### src/rtl/minicpu_pkg.sv
// Shared MiniCPU definitions: operation-select encodings for the universal register.
package minicpu_pkg;

    localparam int MODE_W = 3;

    typedef enum logic [MODE_W-1:0] {
        MODE_HOLD = 3'b000,
        MODE_LOAD = 3'b001,
        MODE_SHL  = 3'b010,
        MODE_SHR  = 3'b011,
        MODE_ROL  = 3'b100,
        MODE_ROR  = 3'b101,
        MODE_INC  = 3'b110,
        MODE_DEC  = 3'b111
    } mode_e;

endpackage

### src/rtl/universal_register_next.sv
// Combinational next-value and next-flag unit for the universal register.
module universal_register_next
    import minicpu_pkg::*;
#(
    parameter int WIDTH    = 8,
    parameter int SATURATE = 0
) (
    input  logic [WIDTH-1:0]  q,
    input  logic              co,
    input  logic [WIDTH-1:0]  d,
    input  logic              sin,
    input  logic [MODE_W-1:0] mode,
    output logic [WIDTH-1:0]  q_next,
    output logic              co_next
);

    // Arithmetic is one bit wider so the top bit is the carry (INC) or borrow (DEC).
    logic [WIDTH:0] inc_sum;
    logic [WIDTH:0] dec_diff;

    assign inc_sum  = {1'b0, q} + {{WIDTH{1'b0}}, 1'b1};
    assign dec_diff = {1'b0, q} - {{WIDTH{1'b0}}, 1'b1};

    always_comb begin
        // NOTE: defaults first so every path assigns every output and no latch is inferred.
        q_next  = q;
        co_next = co;
        case (mode_e'(mode))
            MODE_HOLD: begin
                q_next  = q;
                co_next = co;
            end
            MODE_LOAD: begin
                q_next  = d;
                co_next = 1'b0;
            end
            MODE_SHL: begin
                q_next  = {q[WIDTH-2:0], sin};
                co_next = q[WIDTH-1];
            end
            MODE_SHR: begin
                q_next  = {sin, q[WIDTH-1:1]};
                co_next = q[0];
            end
            MODE_ROL: begin
                q_next  = {q[WIDTH-2:0], q[WIDTH-1]};
                co_next = q[WIDTH-1];
            end
            MODE_ROR: begin
                q_next  = {q[0], q[WIDTH-1:1]};
                co_next = q[0];
            end
            MODE_INC: begin
                co_next = inc_sum[WIDTH];
                q_next  = (SATURATE != 0 && inc_sum[WIDTH]) ? q : inc_sum[WIDTH-1:0];
            end
            MODE_DEC: begin
                co_next = dec_diff[WIDTH];
                q_next  = (SATURATE != 0 && dec_diff[WIDTH]) ? q : dec_diff[WIDTH-1:0];
            end
            default: begin
                q_next  = q;
                co_next = co;
            end
        endcase
    end

endmodule

### src/rtl/universal_register.sv
// Multi-mode WIDTH-bit register (hold/load/shift/rotate/inc/dec) with carry and zero flags.
module universal_register
    import minicpu_pkg::*;
#(
    parameter int               WIDTH     = 8,
    parameter logic [WIDTH-1:0] RESET_VAL = '0,
    parameter int               SATURATE  = 0
) (
    input  logic              CLK,
    input  logic              RST_N,
    input  logic              CLR,
    input  logic              EN,
    input  logic [MODE_W-1:0] MODE,
    input  logic [WIDTH-1:0]  D,
    input  logic              SIN,
    output logic [WIDTH-1:0]  Qout,
    output logic              CO,
    output logic              ZERO
);

    logic [WIDTH-1:0] q_next;
    logic             co_next;

    universal_register_next #(
        .WIDTH    (WIDTH),
        .SATURATE (SATURATE)
    ) u_next (
        .q       (Qout),
        .co      (CO),
        .d       (D),
        .sin     (SIN),
        .mode    (MODE),
        .q_next  (q_next),
        .co_next (co_next)
    );

    // Clear deliberately ignores EN, unlike the older load/clear register.
    always_ff @(posedge CLK or negedge RST_N) begin
        // NOTE: non-blocking assignments for flops so all state updates see pre-edge values.
        if (!RST_N) begin
            Qout <= RESET_VAL;
            CO   <= 1'b0;
        end else if (CLR) begin
            Qout <= '0;
            CO   <= 1'b0;
        end else if (EN) begin
            Qout <= q_next;
            CO   <= co_next;
        end
    end

    assign ZERO = (Qout == '0);

endmodule
### config.mk
export PLATFORM = sky130hd
export DESIGN_NAME = universal_register
export DESIGN_NICKNAME = d
export VERILOG_FILES = /design/src/rtl/minicpu_pkg.sv /design/src/rtl/universal_register_next.sv /design/src/rtl/universal_register.sv
export SDC_FILE = /design/constraint.sdc
export NUM_CORES = 1
export LEC_CHECK = 0
export ABC_AREA = 1
export CAP_MARGIN = 20
export CORE_ASPECT_RATIO = 1.1
export CORE_UTILIZATION = 50
export DETAILED_ROUTE_END_ITERATION = 12
export GPL_TIMING_DRIVEN = 0
export MAX_ROUTING_LAYER = met4
export PLACE_DENSITY = 0.79
export SLEW_MARGIN = 20
export SYNTH_ARGS = -nofsm -noshare
export SYNTH_HDL_FRONTEND = slang
export SYNTH_SLANG_ARGS = --single-unit
### constraint.sdc
create_clock -name CLK -period 2.1 [get_ports CLK]
set_input_delay 0.42 -clock CLK [delete_from_list [all_inputs] [get_ports CLK]]
set_output_delay 0.42 -clock CLK [all_outputs]
set_load 0.03 [all_outputs]
Word-level counts from Yosys, hierarchy flattened:

Index checks and enable logic that the tools add are counted.

* flip-flop bits (word level): 9
* latch bits: 0
* bits in writable memories: 0
* bits in read-only memories: 0
* input port bits: 16
* output and inout port bits: 10
* logic and storage cells: 24
* memories kept: 0

* add/sub/neg operators: 2
* $mul: 0
* div/mod/pow operators: 0
* $lt $le $gt $ge: 0
* equality and inequality tests: 8
* shift-type cells: 0
* mux-type cells: 6
* bitwise logic cells: 0
* reductions and logical operators: 6

Operators by type and width (number)
* $pmux W8 S7: 1
* $mux W8: 2
* $eq A3 B3 Y1 const B: 4
* $add A8 B1 Y9 const B: 1
* $sub A8 B1 Y9 const B: 1
* $logic_not A8 Y1: 1
* $eq A3 B2 Y1 const B: 2
* $pmux W1 S5: 1
* $reduce_or A2 Y1: 2
* $eq A3 B1 Y1 const B: 1
* $logic_not A3 Y1: 1
* $mux W1: 2
* $ne A2 B2 Y1 const B: 1
* $reduce_and A2 Y1: 1
* $reduce_bool A2 Y1: 1

Longest topological paths before layout:

Gate-level depths: netlist of run 1.

* depth after elaboration: 5
* mapped depth: 11
* mapped depth without buffers: 11

By module:

From an unflattened synthesis of run 1, not the netlist that was laid out.

* cell total of the unflattened synthesis: 208
* area, all modules: 1223.7 sq um

By module, submodules not included
* universal_register_next: instances 1, cells each 162, area each 824.5 sq um, sequential area each 0.0 sq um
* universal_register: instances 1, cells each 46, area each 399.1 sq um, sequential area each 225.2 sq um

Worst setup path before layout of run 1:

Ideal clock, no wire load.

* path kind: register to output
* from: register Qout[5]
* to: output port ZERO
* data arrival time: 1701 ps
* data required time: 1680 ps
* setup slack: -21 ps
* cell stages (with the launch flop): 7
* path buffers: 1
* path through: dfrtp_1 -> buf_2 -> inv_1 -> nand2_1 -> nor3_1 -> nand2_1 -> nor3_1

* cells in the longest elaborated chain, start to end: 1

Ends and longest elaborated chain
* start, declared: line universal_register.sv:16 `output logic [WIDTH-1:0] Qout,`
* start signal, assigned: line universal_register.sv:47 `Qout <= q_next;`
* $logic_not A8 Y1: line universal_register.sv:52 `assign ZERO = (Qout == '0);`
* end, declared: line universal_register.sv:18 `output logic ZERO`

No other way between the ends.

Worst setup path in the final report of run 1:

* from: register Qout[0]
* to: output port Qout[0]

No word-level cell between the ends.

==> results by group, run 1 <==
Logic synthesis
  – Compound-cell area share of the yosys netlist: approximately 7.6%
  – Post-Synth Adder-Cell Area: around 3.2%
  – Post-synth top area cell: nand2_1
  – Largest family of logic cells by synthesized area: simple AND/OR/NAND/NOR gates
  – Cell variety after synth: 27
  – Syn Area/Cell: ~5.7 um^2
  – Synth area leaders: nand2_1 21%, dfrtp_1 19%, nor2_1 12%, nand3_1 11%, inv_1 4.1%
  – Main synth FF type: dfrtp_1
  – Most frequent cell after synthesis: nand2_1
  – FF+latch count, synth: 9
  – Mapped Area: 1180 um^2
  – Yosys warns: 0
  – Synthesized instance count: slightly above 200
  – Post-Synth XOR/XNOR Area: 0.742%
  – Top-area cell type share of the netlist area: 21.3%
  – Syn_nets: ~230
  – Post-synth EDFFs: 0
  – Ys async rst share: between 90% and 100%
  – Multiplexer share of the synthesized area: 0%
  – Synth top cells by count: 67 x nand2_1, 38 x nor2_1, 25 x nand3_1
  – Sequential fraction of the synthesis area: 19.1%
  – Simple-gate share of the synthesized area: 57.7%

Clocking
  – Hold Buf Count CTS: 0
  – CTS Buf Count: 3
  – H-Tree Depth: 1
  – Clock Pin Slew Worst Setup and Hold Paths: ~60 ps
  – CTS Buffer Depth: 2
  – Clock root cell: clkbuf_4
  – CTS tree: built
  – Post-CTS Setup Repair Bufs: 0
  – Worst-Skew Late Latency: between 200 and 300 ps
  – Num Clock Sinks: 9

Route
  – Post-route ant nets: 0
  – Routed wire length: about 3300 um
  – DRC viols: 0
  – Via Count: 1396
  – Starting DRC count in detailed routing: 39
  – Pre-Repair DR Iteration Count: 4
  – Wire per inst: 12.6 um
  – Mean number of vias per cell: 5.31

Finish
  – Share of cells above drive strength 1: 15.0%
  – Post-route cell area: 1480 um^2
  – # nets final: 253
  – Fill cell count: 210
  – Ant. Diodes: 0
  – Final Non-Filler Cells: ~260
  – Area grow syn2layout: 25.6%

Setup path
  – Cell at the slowest stage of the critical path: clkdlybuf4s50_1
  – Crit path cell chain: clkdlybuf4s50_1
  – Critical Path End Type: primary output
  – Reg2reg end: Qout[4]
  – CP delay by family, top: buffers and inverters
  – Worst Reg-to-Reg Cells: 11
  – WP data arrival: ~1600 ps
  – Crit. path cell count: 1
  – Crit Path Max Fanout: 9
  – R2R Setup Slk: 320 ps
  – Worst Setup SP: Qout[0]
  – Worst EP required: around 1700 ps
  – Worst r2r src: Qout[0]
  – Setup CP Type: flip-flop to primary output
  – Largest stage delay, worst path: 740 ps
  – Crit path buf inv count: 1
  – Startpoint Class: flip-flop
  – Crit path capture: Qout[0]

Global route
  – Overall Global Routing Usage: 27.6%
  – Via count of the first global-routing pass: 1191
  – Grt total ovfl: 0
  – Pin count of the biggest net entering global routing: 11
  – Initial antenna violation count: 0
  – First-pass GRT wire length: about 5200 um

Die
  – Die ar.: between 2000 and 3000 um^2
  – CORE AREA: roughly 2200 um^2
  – # rows: 18
  – Die Ht: between 50 and 60 um
  – Io pins: 26
  – Initial Util: roughly 53%
  – Die Wd: about 48 um

Power and ir drop
  – Leak Pwr: 0.000738 uW
  – Power per Cell Area: 440 nW/um^2
  – VDD IR max: 0.466 mV

STA
  – Hold Violations, Final: 0
  – RSZ-0062 raised after global routing: no
  – Final setup skew: 0.836 ps
  – Max Clk Rate: 509 MHz
  – Final Max Tran Viols: 0
  – Slew HR: around 73%
  – Endpoints failing setup: 0
  – Slew @ Worst Pin: 402 ps
  – Final min period: 1970 ps
  – Fin worst setup slack: 134 ps
  – WHS: roughly 450 ps
  – Part of the cycle the worst path needs: between 90 and 100%

Hold path
  – Hold/Removal Path Class: input pin to async pin

Placed design
  – Placed instance count: 259
  – Dpl ws: -133 ps
  – RD Place Congestion: around 0.94
  – HPWL Detailed: between 2000 and 3000 um
  – DP Area: 1450 um^2
  – Port bufs: 23

Run
  – MaxCap Viol Count: 0

Run status
  – Status: complete, no violations
power breakdown:
| group | total, uW | internal (uW) | switching (uW) |
|---|---|---|---|
| Clock | 136 | 73.4 | 62.6 |
| Combinational | 313 | 121 | 193 |
| Sequential | 203 | 185 | 18.1 |
| Total | 652 | 378 | 274 |
routing by layer:
metal | global-route usage [%] | share of wire (%) | vias to the layer above
met1 | 32.6 | 41 | 621
met5 | - | 0 | -
met2 | 50.5 | 52 | 56
met4 | 3.92 | 0.82 | 0
li1 | - | - | 713
met3 | 5.17 | 5.2 | 6
timing repair:
action                                  in CTS  in global routing
endpoints found under the setup margin       1                  1
endpoints found under the hold margin        0                  0
gates resized for setup                      6                  3
per-stage QoR:
stage / util [%] / power, uW / setup TNS (ps)
6_report: 66.4 / 652 / 0
5_1_grt: 66.4 / 699 / 0
4_1_cts: 66.1 / 648 / 0
3_5_place_dp: 65.2 / 516 / -133
3_3_place_gp: 65.2 / 508 / -176
2_1_floorplan: - / 407 / 0
state kept, by name (all words and copies together) (netlist names):
| signal | flops |
|---|---|
| CO | 1 |
| Qout | 8 |
worst min-delay path by stage:
stage,startpoint,endpoint,slack [ps]
after floorplan,RST_N,CO,120
after global placement,CO,CO,470
after detailed placement,CO,CO,480
after CTS,RST_N,Qout[3],450
after global routing,RST_N,Qout[3],470
final,RST_N,Qout[7],450
cell usage in the layout (no fill, tap or decap), drive strengths merged:
cell,synthesis,layout
nand2,73,73
nor2,42,42
nand3,28,28
clkdlybuf4s50,0,22
inv,18,18
o21ai,11,11
dfrtp,9,9
buf,7,7
nand4,5,5
clkbuf,0,5
ha,3,3
nor3,3,3
a21oi,2,2
clkinv,1,1
o21bai,1,1
a31oi,1,1
xor2,1,1
o211ai,1,1
kinds of logic after synthesis:
| group | Yosys count |
|---|---|
| and+or+nand+nor | 151 |
| buffers and inverters | 26 |
| AOI/OAI and AO/OA | 16 |
| DFF | 9 |
| adders and majority gates | 3 |
| xor gates and xnor gates | 1 |
cell type report:
class	instances	area [um^2]	share of cell area (%)
multi-input combinational	171	827	55.8
timing repair buffer	23	228	15.4
sequential	9	225	15.2
inverter	19	72.6	4.90
buffer	7	65.1	4.39
tap	30	37.5	2.53
clock buffer	4	26.3	1.77
worst reg2reg max path, stage by stage (launching register included):
cell and delay [ps]:
dfrtp_1 500, inv_2 190, ha_1 210, nand2_1 70, nor2_1 280, nand2_1 90, nand2_1 70, nor2_1 40
nor2_1 80, nand2_1 60, nand2_1 50, nand2_1 40
Note: power is estimated with default switching activity, not from simulation.
==> inputs of run 2 (changes only) <==
--- a/config.mk
+++ b/config.mk
@@ -11,8 +11,8 @@
 export CORE_UTILIZATION = 50
 export DETAILED_ROUTE_END_ITERATION = 12
 export GPL_TIMING_DRIVEN = 0
-export MAX_ROUTING_LAYER = met4
 export PLACE_DENSITY = 0.79
+export SETUP_SLACK_MARGIN = 0.3
 export SLEW_MARGIN = 20
 export SYNTH_ARGS = -nofsm -noshare
 export SYNTH_HDL_FRONTEND = slang
==> run 2 against run 1 <==
  * Worst setup slack worse by 22 ps
  * Maximum frequency down 1.1%
  * Die area unchanged
  * Highest routed layer unchanged
==> results by group, run 2 (same netlist as run 1, synthesis figures left out) <==
Clocking
  – CTS tree: built (unchanged)
  – Num Clock Sinks: 9 (unchanged)
  – CTS Buf Count: 3 (unchanged)
  – Clock Pin Slew Worst Setup and Hold Paths: 70 ps (was 60 ps)
  – Clock root cell: clkbuf_4 (unchanged)
  – Worst-Skew Late Latency: 280 ps (was 270 ps)
  – H-Tree Depth: 1 (unchanged)
  – Hold Buf Count CTS: 0 (unchanged)
  – CTS Buffer Depth: 2 (unchanged)

Route
  – Starting DRC count in detailed routing: 60 (was 39)
  – Routed wire length: 3430 um (was 3310 um)
  – Post-route ant nets: 0 (unchanged)
  – Via Count: 1458 (was 1396)
  – Mean number of vias per cell: 5.48 (was 5.31)
  – Pre-Repair DR Iteration Count: 4 (unchanged)
  – DRC viols: 0 (unchanged)
  – Wire per inst: 12.9 um (was 12.6 um)

Placed design
  – HPWL Detailed: 2600 um (about the same)
  – RD Place Congestion: 0.952 (was 0.937)
  – Port bufs: 23 (unchanged)

Power and ir drop
  – Power, Total: 689 uW (was 652 uW)
  – Comb pwr share: 49.9% (was 48.1%)
  – Pint: 392 uW (was 378 uW)
  – P_sw: 297 uW (was 274 uW)
  – Clock Power Share: 20.7% (was 20.8%)
  – Sequential Power Share: 29.4% (was 31.1%)
  – VDD IR max: 0.484 mV (was 0.466 mV)
  – Power per Cell Area: 443 nW/um^2 (was 440 nW/um^2)
  – Leak Pwr: 0.000840 uW (was 0.000738 uW)
  – Sw Ratio: 43.1% (was 42.0%)

Global route
  – First-pass GRT wire length: 5680 um (was 5240 um)
  – Initial antenna violation count: 0 (unchanged)
  – Pin count of the biggest net entering global routing: 11 (unchanged)
  – Via count of the first global-routing pass: 1321 (was 1191)
  – Grt total ovfl: 0 (unchanged)
  – Overall Global Routing Usage: 28.8% (was 27.6%)

Setup path
  – CP delay by family, top: simple AND/OR/NAND/NOR gates (was buffers and inverters)
  – Startpoint Class: flip-flop (unchanged)
  – Worst path most repeated cell: nor3_4
  – Worst EP required: 1680 ps (about the same)
  – Largest stage delay, worst path: 450 ps (was 740 ps)
  – WP data arrival: 1570 ps (was 1550 ps)
  – R2R Setup Slk: 410 ps (was 320 ps)
  – Critical Path End Type: primary output (unchanged)
  – Cell at the slowest stage of the critical path: dfrtp_2 (was clkdlybuf4s50_1)
  – Crit path buf inv count: 2 (was 1)
  – Crit Path Max Fanout: 7 (was 9)
  – Setup CP Type: flip-flop to primary output (unchanged)
  – Crit path cell chain: inv_2, nand2_4, nor3_4, nand2_2, nor3_4, buf_6 (was clkdlybuf4s50_1)

STA
  – Slew HR: 73.4% (was 73.1%)
  – Max Clk Rate: 503 MHz (was 509 MHz)
  – Slew @ Worst Pin: 398 ps (was 402 ps)
  – WHS: 430 ps (was 446 ps)
  – Endpoints failing setup: 0 (unchanged)
  – Final min period: 1990 ps (was 1970 ps)
  – Final Max Tran Viols: 0 (unchanged)
  – Part of the cycle the worst path needs: 94.7% (was 93.6%)
  – Post-route setup TNS: 0 ps (unchanged)
  – Final setup skew: 3.51 ps (was 0.836 ps)
  – RSZ-0062 raised after global routing: yes (was no)
  – Hold Violations, Final: 0 (unchanged)

Hold path
  – Hold/Removal Path Class: input pin to async pin (unchanged)

Finish
  – Max reg flops: 8 (unchanged)
  – Seq. cell area: 226 um^2 (was 225 um^2)
  – Share of cells above drive strength 1: 18.6% (was 15.0%)
  – Largest Register: Qout (unchanged)
  – Multi-input gate area: 857 um^2 (was 827 um^2)
  – Regs by FF count: Qout: 8 flops, CO: 1 flops (unchanged)
  – Commonest non-fill, non-tap cells in the layout: 65 x nand2_1, 37 x nor2_1, 25 x nand3_1, 14 x clkdlybuf4s50_1, 10 x inv_1 (was 67 x nand2_1, 38 x nor2_1, 25 x nand3_1, 22 x clkdlybuf4s50_1, 11 x inv_1)
  – Ant. Diodes: 0 (unchanged)
  – Area grow syn2layout: 31.7% (was 25.6%)
  – # nets final: 256 (was 253)
  – Commonest non-fill, non-tap cell in the layout: nand2_1 (unchanged)
  – Fill cell count: 198 (was 210)

Run status
  – Status: complete, no violations (unchanged)

Die
  – # rows: 18 (unchanged)
  – CORE AREA: 2230 um^2 (unchanged)
  – Io pins: 26 (unchanged)
  – Initial Util: 52.9% (unchanged)
  – Die Ht: 53.0 um (unchanged)
  – Die ar.: 2560 um^2 (unchanged)
  – Die Wd: 48.3 um (unchanged)

Run
  – MaxCap Viol Count: 0 (unchanged)
==> run 2: worst reg2reg max path, stage by stage (launching register included) <==
cell	delay, ps
dfrtp_1	530
inv_2	140
ha_1	250
nand2_1	120
nor2_4	60
nand3_1	80
nand2_1	50
o21ai_0	230
nand2_1	100
==> run 2: repair_timing <==
| action | 4_1_cts | 5_1_grt |
|---|---|---|
| pin swaps | 0 | 3 |
| gates resized for setup | 14 | 16 |
| setup endpoints to repair | 7 | 7 |
| buffers inserted | 0 | 3 |
==> run 2: worst paths after layout <==
| check | from | end | cells past startpoint |
|---|---|---|---|
| max | Qout[6] | ZERO | 6 |
| min | RST_N | Qout[7] | 1 |
| max reg2reg | Qout[0] | CO | 8 |
| min reg2reg | CO | CO | 2 |
| max in group asynchronous | RST_N | Qout[6] | 1 |
| min in group CLK | CO | CO | 2 |
==> run 2: final cells by class <==
cell class | count | area share [%]
clock buffer | 3 | 1.45
inverter | 19 | 4.83
sequential | 9 | 14.6
clock inverter | 1 | 0.322
buffer | 7 | 4.59
tap | 30 | 2.42
timing repair buffer | 26 | 16.7
multi-input combinational | 171 | 55.2
==> run 2: routing by layer <==
metal	wire length (um)	vias to the layer above	track usage, %
li1	-	719	-
met1	1410	649	34.1
met2	1660	71	50.9
met3	225	19	4.60
met4	135	0	14.7
met5	0	-	0
==> run 2: through the flow <==
stage	std cells	setup slack [ps]	instance area (um^2)	utilization, %
2_1_floorplan	206	306	1190	-
3_3_place_gp	259	-143	1460	65.4
3_5_place_dp	259	-151	1460	65.4
4_1_cts	263	135	1490	66.8
5_1_grt	266	34.8	1550	69.7
6_report	266	112	1550	69.7
==> run 2: power groups by stage <==
stage	clock network, uW	registers (uW)	logic [uW]
5_1_grt	155	205	379
4_1_cts	141	201	319
3_5_place_dp	0	204	317
6_report	143	203	344
2_1_floorplan	0	223	189
3_3_place_gp	0	203	309
==> RTL edit 1 (flow settings as in run 1) <==
`SATURATE` is set to 0 in 2 places; all go to 1.
--- a/src/rtl/universal_register_next.sv
+++ b/src/rtl/universal_register_next.sv
@@ -3,7 +3,7 @@
     import minicpu_pkg::*;
 #(
     parameter int WIDTH    = 8,
-    parameter int SATURATE = 0
+    parameter int SATURATE = 1
 ) (
     input  logic [WIDTH-1:0]  q,
     input  logic              co,
--- a/src/rtl/universal_register.sv
+++ b/src/rtl/universal_register.sv
@@ -4,7 +4,7 @@
 #(
     parameter int               WIDTH     = 8,
     parameter logic [WIDTH-1:0] RESET_VAL = '0,
-    parameter int               SATURATE  = 0
+    parameter int               SATURATE  = 1
 ) (
     input  logic              CLK,
     input  logic              RST_N,
Behaviour: not the same (a bounded check fails within 4 cycles, from zero or initial values and one cycle with RST_N low).
==> RTL edit 1 against run 1 <==
- setup slack lost 3.5 ps
- non-clock buffer count is 1 higher
- wire length is 0.36% higher
- synthesized area rose by 0.42%
- critical path type unchanged
- sequential cell count stayed put
- utilization is 0.72 points lower
- final area barely moved
- sequential share of layout area about the same
- final cell count increased by 3.0%
- largest power group unchanged
- highest routed layer unchanged
- total power increased by 2.8%
==> RTL edit 1: results (changes against run 1) <==
Placed design
  • Dpl hpwl: 2.68 mm (+2.9%)
  • Gp weighted congestion: 0.883 (-5.8%)
  • Placed cells: 267 (+3.1%)
  • Pre-CTS setup slack: -42.5 ps (+90.9 ps)
  • Dpl cell area: 1450 um^2 (unchanged)

Synthesis
  • Sequential area share after synthesis: 19.0% (-0.081 points)
  • XOR/XNOR Fraction of Synth Area: 0% (-0.74 points)
  • Mean Syn Cell Area: 5.54 um^2 (-3.3%)
  • Commonest cells in the netlist: nand2_1 (72), nor2_1 (42), nand3_1 (28)
  • Synth Area in Compound Gates: 6.76% (-0.88 points)
  • Area contributors post-synth: nand2_1 (23%), dfrtp_1 (19%), nor2_1 (13%), nand3_1 (12%), inv_1 (7.6%)
  • Distinct cell type count after synthesis: 22 (-19%)
  • Net count after synthesis: 233 (+3.6%)
  • Adder-cell share of the synthesized area: 3.17% (-0.013 points)
  • Async S/R FF share, synth: 100% (unchanged)

Pwr
  • Max VDD drop: 0.000544 V (+17%)
  • Sw Pwr: 0.281 mW (+2.8%)
  • Leakage: 0.793 nW (+7.5%)

Timing
  • Final period utilization: 93.8% (+0.17 points)
  • Hold slack: 454 ps (+7.97 ps)
  • Clk_skew: 2.06 ps (+1.22 ps)
  • Slew @ Worst Pin: 417 ps (+15.0 ps)

Final layout
  • Final cell count without fillers: 271 (+3.0%)
  • Reg area: 225 um^2 (unchanged)
  • Fraction of final layout cells sized beyond drive strength 1: 8.71% (-6.3 points)
  • Largest registers: Qout x8, CO x1
  • Post-layout nets: 261 (+3.2%)
  • Filler instances: 222 (+5.7%)
  • Diodes inserted: 0 (unchanged)

Drt
  • Initial drt markers: 74 (+90%)
  • DR pass1 iterations: 5 (+1)
  • Final wirelength: 3.32 mm (+0.36%)
  • WL met2: 1.65 mm (-4.8%)
  • Routed wl met3: 198 um (+14%)
  • Highest routed layer: met4
  • Vias per cell: 5.35 (+0.87%)
  • M1 WL: 1.43 mm (+4.5%)

Clock network
  • Clk Latency, worst-skew pair: 260 ps
  • Clock Path Buffers: 2 (unchanged)
  • Clock transition at path regs: 60 ps (about the same)

Setup path
  • FF-to-FF Start: Qout[0]
  • Max FO, Critical Path: 6 (-3)
  • Worst R2R Setup Slack: 220 ps (-100 ps)
  • R2R depth: 9 (-2)
  • Setup crit end: ZERO
  • Worst Setup SP: Qout[1]
  • Worst reg2reg endpoint: Qout[4]
  • Crit-path max cell delay: 460 ps (-280 ps)
  • Highest-delay cell along the critical path: dfrtp_1

Global routing
  • Met3 usage: 4.89% (-0.29 points)
  • Initial antenna violation count: 0 (unchanged)
  • GRT Total Usage: 28.7% (+1.1 points)
  • Met1 usage: 32.2% (-0.35 points)
  • Number of global-route vias before repair: 1221 (+2.5%)
  • Met2 Resource Use GR: 53.3% (+2.8 points)
  • Global-route wire length before repair: 5.41 mm (+3.1%)

Floorplanning
  • Core area: 2250 um^2 (+1.0%)

Run status
  • Status: finished, final reports clean
[RTL edit 1: area by class of cell]
cell class / instances / area share (%)
Tap cell: 30 / 2.54
Buffer: 8 / 5.16
Timing Repair Buffer: 23 / 15.6
Inverter: 24 / 6.09
Clock buffer: 4 / 1.78
Sequential cell: 9 / 15.2
Multi-Input combinational cell: 173 / 53.6
[RTL edit 1: power groups by stage]
stage          clock [mW]  sequential [mW]  combinational, mW
2_1_floorplan           0            0.227              0.194
3_3_place_gp            0            0.206              0.322
3_5_place_dp            0            0.206              0.329
4_1_cts             0.139            0.203              0.328
5_1_grt             0.148            0.205              0.366
6_report            0.136            0.204              0.330
[RTL edit 1: kinds of logic (layout without fill, tap and decap cells)]
group / count (synthesis) / count (layout)
adders and majority gates: 3 / 3
buffers and inverters: 32 / 59
and+or+nand+nor: 156 / 156
DFF: 9 / 9
AOI/OAI and AO/OA: 14 / 14
[RTL edit 1: repair_timing]
item	in CTS	in global routing
gates cloned	0	0
gates resized for setup	3	1
setup endpoints to repair	1	1
==> RTL edit 2 (config.mk and constraints of run 1) <==
Made on the original files. Add an input register stage for `CLR`, `EN`, `MODE`, `D` and `SIN`, cleared by the reset; this delays them by one clock.
--- a/src/rtl/universal_register.sv
+++ b/src/rtl/universal_register.sv
@@ -18,6 +18,28 @@
     output logic              ZERO
 );
 
+    logic CLR_q;
+    logic EN_q;
+    logic [MODE_W-1:0] MODE_q;
+    logic [WIDTH-1:0] D_q;
+    logic SIN_q;
+
+    always_ff @(posedge CLK or negedge RST_N) begin
+        if (!RST_N) begin
+            CLR_q  <= '0;
+            EN_q   <= '0;
+            MODE_q <= '0;
+            D_q    <= '0;
+            SIN_q  <= '0;
+        end else begin
+            CLR_q  <= CLR;
+            EN_q   <= EN;
+            MODE_q <= MODE;
+            D_q    <= D;
+            SIN_q  <= SIN;
+        end
+    end
+
     logic [WIDTH-1:0] q_next;
     logic             co_next;
 
@@ -27,9 +49,9 @@
     ) u_next (
         .q       (Qout),
         .co      (CO),
-        .d       (D),
-        .sin     (SIN),
-        .mode    (MODE),
+        .d       (D_q),
+        .sin     (SIN_q),
+        .mode    (MODE_q),
         .q_next  (q_next),
         .co_next (co_next)
     );
@@ -40,10 +62,10 @@
         if (!RST_N) begin
             Qout <= RESET_VAL;
             CO   <= 1'b0;
-        end else if (CLR) begin
+        end else if (CLR_q) begin
             Qout <= '0;
             CO   <= 1'b0;
-        end else if (EN) begin
+        end else if (EN_q) begin
             Qout <= q_next;
             CO   <= co_next;
         end
Behaviour: not the same (a bounded check fails within 4 cycles, from zero or initial values and one cycle with RST_N low).
==> RTL edit 2 against run 1 <==
- sequential cell count grew 14
- final cell count increased by 8.0%
- synthesized cell count up 7.8%
- setup slack worse by 61 ps
- synthesized area rose by 29%
- combinational power about the same
- final area up 24%
- total power grew 53%
- wire length grew 8.5%
- critical endpoint is now Qout[4]
- largest power group is now registers
- highest routed layer unchanged
==> RTL edit 2: results (changes against run 1) <==
Run status
  • Status: finished, final reports clean

Setup path
  • Crit-path max cell delay: 670 ps (-70 ps)
  • FF-to-FF Start: Qout[0]
  • Crit path DAT: 1610 ps (+60 ps)
  • Worst reg2reg endpoint: Qout[2]
  • R2R depth: 7 (-4)

Placed design
  • Dpl hpwl: 2.72 mm (+4.6%)
  • IO buf count: 25 (+8.7%)
  • Dpl cell area: 1810 um^2 (+25%)
  • Pre-CTS setup slack: -122 ps (+11.0 ps)
  • Placed cells: 280 (+8.1%)
  • Gp weighted congestion: 0.942 (+0.57%)

Synthesis
  • Predominant post-synthesis flop cell: dfrtp_1
  • Mean Syn Cell Area: 6.84 um^2 (+19%)
  • Distinct cell type count after synthesis: 25 (-7.4%)
  • Net count after synthesis: 241 (+7.1%)
  • Sequential area share after synthesis: 37.9% (+19 points)

Global routing
  • Number of global-route vias before repair: 1265 (+6.2%)
  • Met3 usage: 2.54% (-2.6 points)
  • Met1 usage: 35.9% (+3.3 points)
  • GRT Total Usage: 25.1% (-2.5 points)
  • Maximum number of pins on one net before global-route repair: 24 (+13)
  • Global-route wire length before repair: 5.72 mm (+9.1%)
  • Initial antenna violation count: 0 (unchanged)
  • Met2 Resource Use GR: 37.6% (-13 points)

Timing
  • Clk_skew: 2.07 ps (+1.23 ps)
  • Hold slack: 54.0 ps (-392 ps)
  • Slew HR: 67.7% (-5.4 points)

Pwr
  • Max VDD drop: 0.000493 V (+6.0%)
  • Leakage: 0.914 nW (+24%)

Final layout
  • Post-layout nets: 271 (+7.1%)
  • Largest registers: D_q x8, Qout x8, MODE_q x3
  • Fraction of final layout cells sized beyond drive strength 1: 12.0% (-3.1 points)

Clock network
  • Clk Latency, worst-skew pair: 310 ps (+40 ps)
  • Clock Path Buffers: 2 (unchanged)
  • Clock transition at path regs: 110 ps (+50 ps)

Drt
  • M1 WL: 1.66 mm (+21%)
  • WL met2: 1.68 mm (-3.1%)
  • Wirelength per Cell: 12.6 um (+0.47%)
  • Initial drt markers: 55 (+41%)
[RTL edit 2: power by group]
group / leakage (nW) / internal [mW] / total [mW] / switching, mW
Sequential: 0.284 / 0.467 / 0.490 / 0.0230
Clock: 0.0150 / 0.0743 / 0.196 / 0.122
Combinational: 0.615 / 0.121 / 0.314 / 0.192
Total: 0.914 / 0.663 / 1.00 / 0.337
[RTL edit 2: worst max path at each step]
stage	slack, ps	cells after the start	endpoint	start
2_1_floorplan	220	6	ZERO	Qout[4]
3_3_place_gp	-80	7	ZERO	Qout[4]
3_5_place_dp	-120	7	ZERO	Qout[4]
4_1_cts	80	7	ZERO	Qout[4]
5_1_grt	20	6	ZERO	Qout[4]
6_report	70	2	Qout[4]	Qout[4]
[RTL edit 2: repair_timing]
item | 4_1_cts | 5_1_grt
gates resized for setup | 6 | 4
pin swaps | 0 | 1
endpoints found under the setup margin | 1 | 1
buffers inserted | 0 | 1
[RTL edit 2: final cells by class]
| type | count | area, um^2 |
|---|---|---|
| plain buffers | 8 | 53.8 |
| clock buffers | 4 | 26.3 |
| fillers | 262 | 990 |
| inverters | 20 | 75.1 |
| multi-input cells | 170 | 815 |
| flip-flops and latches | 23 | 577 |
| well taps | 33 | 41.3 |
| repair buffers | 26 | 250 |
[RTL edit 2: cells by family after synthesis]
family,Yosys count,synth area share (%)
AOI/OAI and AO/OA,20,7.00
adders and majority gates,3,2.47
buffers and inverters,29,8.81
and+or+nand+nor,147,43.8
DFF,23,37.9
[RTL edit 2: worst reg2reg max path, cell delays in order, from the launching register on]
cell and delay (ps):
dfrtp_1 530, inv_2 160, ha_1 270, or2_2 280
nand3_1 100, nand3_1 80, o21ai_1 150, o21ai_0 90
